File: src/rtl/control_unit_pipe_pkg.sv
// Shared types for the pipelined RV32I control unit: ALU ops, immediate formats,
// operand/result selects and the ID/EX control bundle.
package control_unit_pipe_pkg;

  localparam int unsigned RegIdxW = 5;

  typedef enum logic [3:0] {
    SUM_OP  = 4'd0,
    SUB_OP  = 4'd1,
    SLL_OP  = 4'd2,
    SLT_OP  = 4'd3,
    SLTU_OP = 4'd4,
    XOR_OP  = 4'd5,
    SRL_OP  = 4'd6,
    SRA_OP  = 4'd7,
    OR_OP   = 4'd8,
    AND_OP  = 4'd9
  } alu_ctrl_e;

  typedef enum logic [2:0] {
    Imm    = 3'd0,
    Store  = 3'd1,
    Branch = 3'd2,
    Upper  = 3'd3,
    Jump   = 3'd4
  } instr_format_e;

  typedef enum logic [1:0] {
    ResAlu = 2'd0,
    ResMem = 2'd1,
    ResPc4 = 2'd2
  } result_src_e;

  typedef enum logic [1:0] {
    SrcARs1  = 2'd0,
    SrcAPc   = 2'd1,
    SrcAZero = 2'd2
  } src_a_e;

  localparam logic [6:0] OpLoad    = 7'b0000011;
  localparam logic [6:0] OpAluImm  = 7'b0010011;
  localparam logic [6:0] OpAuipc   = 7'b0010111;
  localparam logic [6:0] OpStore   = 7'b0100011;
  localparam logic [6:0] OpAluReg  = 7'b0110011;
  localparam logic [6:0] OpLui     = 7'b0110111;
  localparam logic [6:0] OpBranch  = 7'b1100011;
  localparam logic [6:0] OpJalr    = 7'b1100111;
  localparam logic [6:0] OpJal     = 7'b1101111;
  localparam logic [6:0] Funct7Alt = 7'b0100000;

  typedef struct packed {
    logic                valid;
    logic                illegal;
    logic                reg_write;
    alu_ctrl_e           alu_ctrl;
    src_a_e              alu_src_a;
    logic                alu_src_b;
    instr_format_e       imm_src;
    result_src_e         result_src;
    logic                mem_write;
    logic                mem_read;
    logic [2:0]          mem_size;
    logic                branch;
    logic [2:0]          br_cond;
    logic                jump;
    logic                jump_reg;
    logic [RegIdxW-1:0]  rs1;
    logic [RegIdxW-1:0]  rs2;
    logic [RegIdxW-1:0]  rd;
  } ctrl_bundle_t;

  localparam ctrl_bundle_t BUBBLE = '0;

  // ALU op for funct3 when funct7 selects the base (non-alternate) operation.
  function automatic alu_ctrl_e alu_base_op(input logic [2:0] funct3);
    case (funct3)
      3'b000:  return SUM_OP;
      3'b001:  return SLL_OP;
      3'b010:  return SLT_OP;
      3'b011:  return SLTU_OP;
      3'b100:  return XOR_OP;
      3'b101:  return SRL_OP;
      3'b110:  return OR_OP;
      default: return AND_OP;
    endcase
  endfunction

endpackage

File: src/rtl/control_unit_pipe_decode.sv
// Combinational RV32I decode into a control bundle plus source-register usage flags
// for the load-use hazard check.
module control_unit_pipe_decode
  import control_unit_pipe_pkg::*;
(
  input  logic [31:0]  instr,
  output ctrl_bundle_t ctrl,
  output logic         uses_rs1,
  output logic         uses_rs2
);

  logic [6:0] opcode;
  logic [6:0] funct7;
  logic [2:0] funct3;
  logic       legal;

  assign opcode = instr[6:0];
  assign funct3 = instr[14:12];
  assign funct7 = instr[31:25];

  always_comb begin
    ctrl       = BUBBLE;
    ctrl.valid = 1'b1;
    ctrl.rs1   = instr[19:15];
    ctrl.rs2   = instr[24:20];
    ctrl.rd    = instr[11:7];
    uses_rs1   = 1'b0;
    uses_rs2   = 1'b0;
    legal      = 1'b1;

    case (opcode)
      OpAluReg: begin
        ctrl.reg_write = 1'b1;
        uses_rs1       = 1'b1;
        uses_rs2       = 1'b1;
        if (funct7 == 7'b0000000) begin
          ctrl.alu_ctrl = alu_base_op(funct3);
        end else if (funct7 == Funct7Alt && funct3 == 3'b000) begin
          ctrl.alu_ctrl = SUB_OP;
        end else if (funct7 == Funct7Alt && funct3 == 3'b101) begin
          ctrl.alu_ctrl = SRA_OP;
        end else begin
          legal = 1'b0;
        end
      end
      OpAluImm: begin
        ctrl.reg_write = 1'b1;
        ctrl.alu_src_b = 1'b1;
        ctrl.imm_src   = Imm;
        ctrl.alu_ctrl  = alu_base_op(funct3);
        uses_rs1       = 1'b1;
        if (funct3 == 3'b001) begin
          legal = (funct7 == 7'b0000000);
        end else if (funct3 == 3'b101) begin
          if (funct7 == Funct7Alt) ctrl.alu_ctrl = SRA_OP;
          else                     legal = (funct7 == 7'b0000000);
        end
      end
      OpLoad: begin
        ctrl.reg_write  = 1'b1;
        ctrl.mem_read   = 1'b1;
        ctrl.result_src = ResMem;
        ctrl.alu_src_b  = 1'b1;
        ctrl.imm_src    = Imm;
        ctrl.alu_ctrl   = SUM_OP;
        ctrl.mem_size   = funct3;
        uses_rs1        = 1'b1;
        legal           = (funct3 != 3'b011) && (funct3[2:1] != 2'b11);
      end
      OpStore: begin
        ctrl.mem_write = 1'b1;
        ctrl.alu_src_b = 1'b1;
        ctrl.imm_src   = Store;
        ctrl.alu_ctrl  = SUM_OP;
        ctrl.mem_size  = funct3;
        uses_rs1       = 1'b1;
        uses_rs2       = 1'b1;
        legal          = !funct3[2] && (funct3 != 3'b011);
      end
      OpBranch: begin
        ctrl.branch   = 1'b1;
        ctrl.br_cond  = funct3;
        ctrl.imm_src  = Branch;
        ctrl.alu_ctrl = SUB_OP;
        uses_rs1      = 1'b1;
        uses_rs2      = 1'b1;
        legal         = (funct3[2:1] != 2'b01);
      end
      OpJal: begin
        ctrl.jump       = 1'b1;
        ctrl.reg_write  = 1'b1;
        ctrl.result_src = ResPc4;
        ctrl.imm_src    = Jump;
      end
      OpJalr: begin
        ctrl.jump_reg   = 1'b1;
        ctrl.reg_write  = 1'b1;
        ctrl.result_src = ResPc4;
        ctrl.alu_src_b  = 1'b1;
        ctrl.imm_src    = Imm;
        ctrl.alu_ctrl   = SUM_OP;
        uses_rs1        = 1'b1;
        legal           = (funct3 == 3'b000);
      end
      OpAuipc: begin
        ctrl.alu_src_a = SrcAPc;
        ctrl.alu_src_b = 1'b1;
        ctrl.imm_src   = Upper;
        ctrl.alu_ctrl  = SUM_OP;
        ctrl.reg_write = 1'b1;
      end
      OpLui: begin
        ctrl.alu_src_a = SrcAZero;
        ctrl.alu_src_b = 1'b1;
        ctrl.imm_src   = Upper;
        ctrl.alu_ctrl  = SUM_OP;
        ctrl.reg_write = 1'b1;
      end
      default: legal = 1'b0;
    endcase

    // Illegal words still occupy a slot downstream but carry no side effects.
    if (!legal) begin
      ctrl         = BUBBLE;
      ctrl.valid   = 1'b1;
      ctrl.illegal = 1'b1;
      uses_rs1     = 1'b0;
      uses_rs2     = 1'b0;
    end
  end

endmodule

File: src/rtl/control_unit_pipe.sv
// Pipelined RV32I control unit: decode, load-use stall detection and the ID/EX
// control register with flush/stall bubble insertion.
module control_unit_pipe
  import control_unit_pipe_pkg::*;
#(
  parameter int unsigned XLEN       = 32,
  parameter int unsigned REG_ADDR_W = 5,
  parameter bit          HAZARD_EN  = 1'b1
) (
  input  logic                  clk,
  input  logic                  rst,
  input  logic [XLEN-1:0]       instr_i,
  input  logic                  instr_valid_i,
  input  logic                  flush_i,
  output logic                  stall_o,
  output logic                  valid_o,
  output logic                  illegal_o,
  output logic                  reg_write_o,
  output logic [3:0]            alu_ctrl_o,
  output logic [1:0]            alu_src_a_o,
  output logic                  alu_src_b_o,
  output logic [2:0]            imm_src_o,
  output logic [1:0]            result_src_o,
  output logic                  mem_write_o,
  output logic                  mem_read_o,
  output logic [2:0]            mem_size_o,
  output logic                  branch_o,
  output logic [2:0]            br_cond_o,
  output logic                  jump_o,
  output logic                  jump_reg_o,
  output logic [REG_ADDR_W-1:0] rs1_o,
  output logic [REG_ADDR_W-1:0] rs2_o,
  output logic [REG_ADDR_W-1:0] rd_o
);

  if (XLEN != 32) begin : g_xlen_check
    $error("control_unit_pipe: XLEN must be 32");
  end
  if (REG_ADDR_W != RegIdxW) begin : g_reg_addr_check
    $error("control_unit_pipe: REG_ADDR_W must be 5");
  end

  ctrl_bundle_t dec;
  ctrl_bundle_t bundle_d;
  ctrl_bundle_t bundle_q;
  logic         uses_rs1;
  logic         uses_rs2;
  logic         load_in_ex;
  logic         rs1_hit;
  logic         rs2_hit;

  control_unit_pipe_decode u_decode (
    .instr    (instr_i[31:0]),
    .ctrl     (dec),
    .uses_rs1 (uses_rs1),
    .uses_rs2 (uses_rs2)
  );

  // Load data only arrives after EX, so a dependent instruction must wait one slot.
  assign load_in_ex = bundle_q.valid && bundle_q.mem_read && (bundle_q.rd != '0);
  assign rs1_hit    = uses_rs1 && (bundle_q.rd == dec.rs1);
  assign rs2_hit    = uses_rs2 && (bundle_q.rd == dec.rs2);
  assign stall_o    = HAZARD_EN && !rst && !flush_i && instr_valid_i && load_in_ex &&
                      (rs1_hit || rs2_hit);

  always_comb begin
    bundle_d = dec;
    if (flush_i || stall_o || !instr_valid_i) bundle_d = BUBBLE;
  end

  always_ff @(posedge clk or posedge rst) begin
    if (rst) bundle_q <= BUBBLE;
    else     bundle_q <= bundle_d;
  end

  assign valid_o      = bundle_q.valid;
  assign illegal_o    = bundle_q.illegal;
  assign reg_write_o  = bundle_q.reg_write;
  assign alu_ctrl_o   = bundle_q.alu_ctrl;
  assign alu_src_a_o  = bundle_q.alu_src_a;
  assign alu_src_b_o  = bundle_q.alu_src_b;
  assign imm_src_o    = bundle_q.imm_src;
  assign result_src_o = bundle_q.result_src;
  assign mem_write_o  = bundle_q.mem_write;
  assign mem_read_o   = bundle_q.mem_read;
  assign mem_size_o   = bundle_q.mem_size;
  assign branch_o     = bundle_q.branch;
  assign br_cond_o    = bundle_q.br_cond;
  assign jump_o       = bundle_q.jump;
  assign jump_reg_o   = bundle_q.jump_reg;
  assign rs1_o        = bundle_q.rs1;
  assign rs2_o        = bundle_q.rs2;
  assign rd_o         = bundle_q.rd;

endmodule
File: config.mk
export PLATFORM = sky130hd
export DESIGN_NAME = control_unit_pipe
export DESIGN_NICKNAME = d
export VERILOG_FILES = /design/src/rtl/control_unit_pipe_pkg.sv /design/src/rtl/control_unit_pipe_decode.sv /design/src/rtl/control_unit_pipe.sv
export SDC_FILE = /design/constraint.sdc
export NUM_CORES = 1
export LEC_CHECK = 0
export BUFFER_PORTS_ARGS = -buffer_cell sky130_fd_sc_hd__clkbuf_2
export CAP_MARGIN = 20
export CORE_ASPECT_RATIO = 1.5
export CORE_MARGIN = 3
export CORE_UTILIZATION = 49
export CTS_CLUSTER_DIAMETER = 40
export DETAILED_ROUTE_END_ITERATION = 6
export HOLD_SLACK_MARGIN = 0.15
export PLACE_DENSITY = 0.79
export SLEW_MARGIN = 5
export SYNTH_ARGS = -nofsm -noshare
export SYNTH_HDL_FRONTEND = slang
export SYNTH_SLANG_ARGS = --single-unit
export TNS_END_PERCENT = 20
File: constraint.sdc
create_clock -name clk -period 2.55 [get_ports clk]
set_input_delay 0.255 -clock clk [delete_from_list [all_inputs] [get_ports clk]]
set_output_delay 0.255 -clock clk [all_outputs]
set_load 0.1 [all_outputs]
-- Word-level counts from Yosys, hierarchy flattened
Index checks and enable logic that the tools add are counted.
- flip-flop bits (word level): 41
- output and inout bits: 42
- word-level logic and storage cells: 101
- equal/unequal tests: 21
- multiplexer cells: 32
- reductions and logical operators: 30
- operators by type and width (cell ; count):
    $mux W41 ; 1
    $mux W40 ; 1
    $eq A7 B6 Y1 const B ; 4
    $pmux W4 S7 ; 1
    $mux W4 ; 6
    $eq A7 B7 Y1 const B ; 3
    $mux W1 ; 16
    $eq A7 B5 Y1 const B ; 2
    $logic_and A1 B1 Y1 ; 12
    $pmux W3 S4 ; 1
    $pmux W4 S3 ; 1
    $reduce_or A6 Y1 ; 2
    $eq A5 B5 Y1 ; 2
    $eq A3 B3 Y1 const B ; 3
    $pmux W2 S2 ; 2
    $eq A7 B2 Y1 const B ; 1
    $logic_not A7 Y1 ; 1
    $pmux W1 S7 ; 1
    $reduce_or A7 Y1 ; 1
    $eq A3 B2 Y1 const B ; 2
    $mux W3 ; 2
    $reduce_or A2 Y1 ; 3
    $reduce_or A3 Y1 ; 2
    $reduce_bool A5 Y1 ; 1
    other kinds (7) ; 12

-- Depth between registers and ports, before layout
- depth after elaboration: 14
- gate-level depth with buffers: 7
- gate-level depth less buffers: 5

-- Cells and area by module
Synthesis repeated with hierarchy kept, for this count alone.
- cell total of the unflattened synthesis: 268
- area, all modules: 2467.4 sq um
- by module, submodules not included (module ; times used ; cells an instance ; area an instance (sq um) ; seq. area each (sq um)):
    control_unit_pipe ; 1 ; 158 ; 1789.2 ; 1026.0
    control_unit_pipe_decode ; 1 ; 110 ; 678.2 ; 0.0

-- Least setup slack after synthesis
OpenSTA, ideal clock, no wires.
- path kind: reg2out
- start: register bundle_q (netlist bit rd_o[2])
- end: output stall_o
- data arrival time: 3.112 ns
- required time: 2.295 ns
- path slack: -0.817 ns
- stages on the path, launching flop included: 7
- buffers on the path: 1
- path through: dfrtp_1 xnor2_1 nand4_1 a2111oi_0 o21a_1 buf_2 nor3b_2
- longest elaborated chain between the ends: 4
- elaborated cells between the ends (all ways): 9
- classes of those cells: eq/ne (2); reduce/logical (7)
- ends and longest elaborated chain (item ; line ; text):
    from (decl) ; control_unit_pipe.sv:45 ; ctrl_bundle_t bundle_q;
    from (signal assigned) ; control_unit_pipe.sv:73 ; else bundle_q <= bundle_d;
    $eq A5 B5 Y1, or another cell as far along ; control_unit_pipe.sv:61 ; assign rs1_hit = uses_rs1 && (bundle_q.rd == dec.rs1);
    $logic_and A1 B1 Y1, on equally long branches ; control_unit_pipe.sv:61, control_unit_pipe.sv:60, control_unit_pipe.sv:62 ;
    $logic_or A1 B1 Y1 / $logic_and A1 B1 Y1 (equally long branches) ; control_unit_pipe.sv:64, control_unit_pipe.sv:63 ;
    $logic_and A1 B1 Y1 * ; control_unit_pipe.sv:63 ; assign stall_o = HAZARD_EN && !rst && !flush_i && instr_valid_i && load_in_ex &&
    to (decl) ; control_unit_pipe.sv:15 ; output logic stall_o,
Every way passes the cells marked *; elsewhere a longest branch is shown, timed or not.

-- Worst setup path in the final report
- start: register bundle_q (netlist bit rd_o[1])
- end: output stall_o
Same word-level chain as after synthesis.

==> impl_metrics.yaml <==
route:
  drt_pass1_iterations: 5
  ant_nets: 0
  wl_met1_um: 1895
  routed_via_density: 5.762
  vias: 1890
  totalWireLength_um: 5111
  routed.top_layer: "met4"
  wl_met3_um: 417
  route.met2.wl_um: 2687
  drt_iter0_drc: 73
  drc_errors: 0
  wl_per_cell_um: 15.58
grt:
  grt-ovfl-total: 0
  grt_start_max_net_pins: 41
  antenna_found_initial: 0
  grt_usage_pct: 20.59
  grt_pass1_vias: 1802
  grt_pass1_wl_um: 8280
finish:
  area_growth_pct: 26.74
  fillerInstances: 354
  antennaDiodeCount: 0
  final_cell_area_sq_um: 2751
  layout-drive-gt1-share_pct: 46.81
  final_nets: 317
  layout.cells.non_filler: 328
min_path:
  hp-class: "primary input to register"
  worstHoldPathCells: 3
power_and_ir_drop:
  p_int_mw: 0.9816
  power_frac_seq_pct: 48.8
  p_leak_nw: 1.337
  peakVddDrop_v: 0.0004670
  pwr-share-clk_pct: 38.2
  power_density_nw_per_um2: 476.3
  combPwrFrac_pct: 13.0
  p_sw_share_pct: 25.09
  power.switching_mw: 0.3289
  p_total_mw: 1.310
yosys:
  synth-simple-area-share_pct: 32.74
  netlist_area_sq_um: 2171
  avgSynthCellArea_sq_um: 10.59
  synth.distinct_cells: 42
  synth_fp_nets: 241
  synthFlopType: "dfrtp_1"
  yosysTopAreaCell: "dfrtp_1"
  synthAdderAreaFrac_pct: 0
  synth-seq-cells: 40
  netlist.area_leader.share_pct: 46.11
  ys_top_cells_by_area: "dfrtp_1, nor4_2, inv_1"
  ys_async_sr_fraction_pct: 100.0
  ys_seq_area_share_pct: 46.11
  synthCells: 205
  synthMuxAreaShare_pct: 0.4611
  synth-compound-area-share_pct: 7.493
  synth_edf_count: 0
  synth_top_family_by_area: "simple AND/OR/NAND/NOR gates"
  synth_xor_area_share_pct: 4.841
  yosysWarnings: 0
cts:
  clk_latency_ps: 290
  cts-root-buf: "clkbuf_8"
  htree_levels: 2
  numCtsBuffers: 5
  cts_setup_buffers: 0
  cts_tree: "built"
  clkTransAtPathRegs_ps: 80
  clk_path_buf_depth: 2
  cts_num_sinks: 40
sta:
  rsz0062_at_grt: "no"
  clock_skew_ps: 9.878
  final_max_slew_viol_count: 0
  hold_ws_ps: 168.0
  setup_violations: 0
  clock.fmax_mhz: 407.4
  maxSlewHeadroom_pct: 60.23
  fin_crit_sh_pct: 96.27
  period_minus_slack_ps: 2455
  max_slew.worst_pin.slew_ps: 596.5
  hold_viol_final: 0
setup_path:
  start_kind: "register"
  cp_cell_sequence: "xnor2_1 -> nand4_1 -> a2111oi_2 -> o21a_1 -> nor3b_4 -> buf_12"
  cp_slowest_stage_delay_ps: 510
  cp_num_buf_inv: 1
  cp_max_fo: 7
  reg2regPathDepth: 6
  cp.arrival_ps: 2200
  critPathCaptureType: "primary output"
  critPathKind: "register to primary output"
  crit_slowest_cell: "dfrtp_4"
  worst-endpoint-required_ps: 2300
  crit_family: "compound AO/OA/AOI/OAI gates"
  cp.depth: 6
floorplanning:
  dieHeight_um: 87.52
  rows: 29
  initial_core_util_pct: 51.13
  core_area_sq_um: 4245
  die_x_um: 60.35
  dieArea_sq_um: 5281
  ios: 78
status:
  status: "complete, no violations"
placement:
  hpwl_um: 3934
  dp.cells: 319
  place_congestion: 0.8992
  portBuffers: 77
  postPlaceCellArea_sq_um: 2634
job:
  cap_violations: 0
==> final timing paths <==
path                             to  startpoint  slack (ps)
min reg2reg                rs1_o[1]     valid_o         950
min                         rd_o[2]  instr_i[9]         170
max in group asynchronous   rd_o[1]         rst        1490
max                         stall_o     rd_o[1]         100
max reg2reg                 rd_o[4]     rd_o[1]         370
min in group asynchronous  rs1_o[0]         rst         670
==> tightest hold or removal path: stages <==
cell,delay [ps]
clkbuf_2,80
inv_1,60
nor4_2,40
==> cell usage in the layout, fill, tap and decap left out, types with 2 or more instances in the layout <==
master and n:
nand2b_1 3, and3_1 3, nor3_1 9, nor4_2 19
xnor2_1 8, xor2_1 4, nor4b_1 6, buf_4 10
dfrtp_4 5, clkbuf_8 5, a211oi_1 2, o21a_1 2
a31oi_1 3, o211ai_1 3, nor4_1 6, or3_1 3
clkbuf_2 76, nand2_1 12, dfrtp_1 33, inv_1 18
a21oi_1 5, or4_1 3, and3b_1 3, o21ai_0 5
dfrtp_2 2, nor2_1 7, nand4_1 2, nand3_1 3
==> metrics by stage <==
| stage | util, % | worst slack, ps | TNS [ps] |
|---|---|---|---|
| global route | 64.81 | 8.016 | 0 |
| CTS | 64.81 | 87.08 | 0 |
| floorplan | - | -4.435 | -4.435 |
| finish | 64.81 | 95.16 | 0 |
| detailed placement | 62.04 | 322.0 | 0 |
| global placement | 62.04 | 354.1 | 0 |
==> synth_stat cells (2+ instances only) <==
library cell  count
a211oi_1          2
a21oi_1           5
a31oi_1           3
and3_1            3
and3b_1           3
buf_2             7
buf_4             2
buf_6             3
clkbuf_1          7
dfrtp_1          40
inv_1            19
nand2_1          12
nand2b_1          4
nand3_1           3
nand4_1           2
nor2_1            7
nor3_1            9
nor4_1            6
nor4_2           19
nor4b_1           6
o211ai_1          3
o21a_1            2
o21ai_0           5
or3_1             3
or4_1             3
xnor2_1           8
xor2_1            4
==> registers in the layout (all words and copies together) (netlist names) <==
| signal | cells |
|---|---|
| branch_o | 1 |
| mem_read_o | 1 |
| reg_write_o | 1 |
| alu_ctrl_o | 4 |
| alu_src_a_o | 2 |
| result_src_o | 1 |
| mem_write_o | 1 |
| jump_o | 1 |
| rd_o | 5 |
| br_cond_o | 3 |
| rs1_o | 5 |
| rs2_o | 5 |
| imm_src_o | 3 |
| valid_o | 1 |
| illegal_o | 1 |
| mem_size_o | 3 |
| alu_src_b_o | 1 |
| jump_reg_o | 1 |
==> repair_timing <==
item / CTS / global route
resized for setup: 0 / 0
hold buffers: 1 / 0
endpoints found under the hold margin: 40 / 0
==> power by group through the flow <==
| stage | Clock, mW | Sequential [mW] | Combinational, mW |
|---|---|---|---|
| detailed placement | 0 | 0.652 | 0.169 |
| floorplan | 0 | 0.677 | 0.0875 |
| global route | 0.535 | 0.639 | 0.186 |
| CTS | 0.502 | 0.639 | 0.171 |
| global placement | 0 | 0.652 | 0.165 |
| finish | 0.501 | 0.639 | 0.170 |
==> layer usage <==
layer | vias to the layer above | track usage [%]
li1 | 882 | -
met1 | 903 | 24.45
met2 | 93 | 35.83
met3 | 12 | 4.006
met4 | 0 | 7.863
met5 | - | 0
==> final cells by class <==
class / count / area [sq um] / share of cell area, %
clock buffers: 6 / 72.57 / 2.638
clock inverters: 2 / 35.03 / 1.273
inverters: 19 / 75.07 / 2.729
multi-input cells: 127 / 1003 / 36.47
flip-flops and latches: 40 / 1022 / 37.15
well taps: 46 / 57.56 / 2.092
repair buffers: 88 / 485.5 / 17.64
==> kinds of logic after synthesis <==
family,after synthesis
flops,40
compound gates,24
simple gates,90
buf+inv,38
xor+xnor,12
mux,1
(Power assumes the default switching activity.)
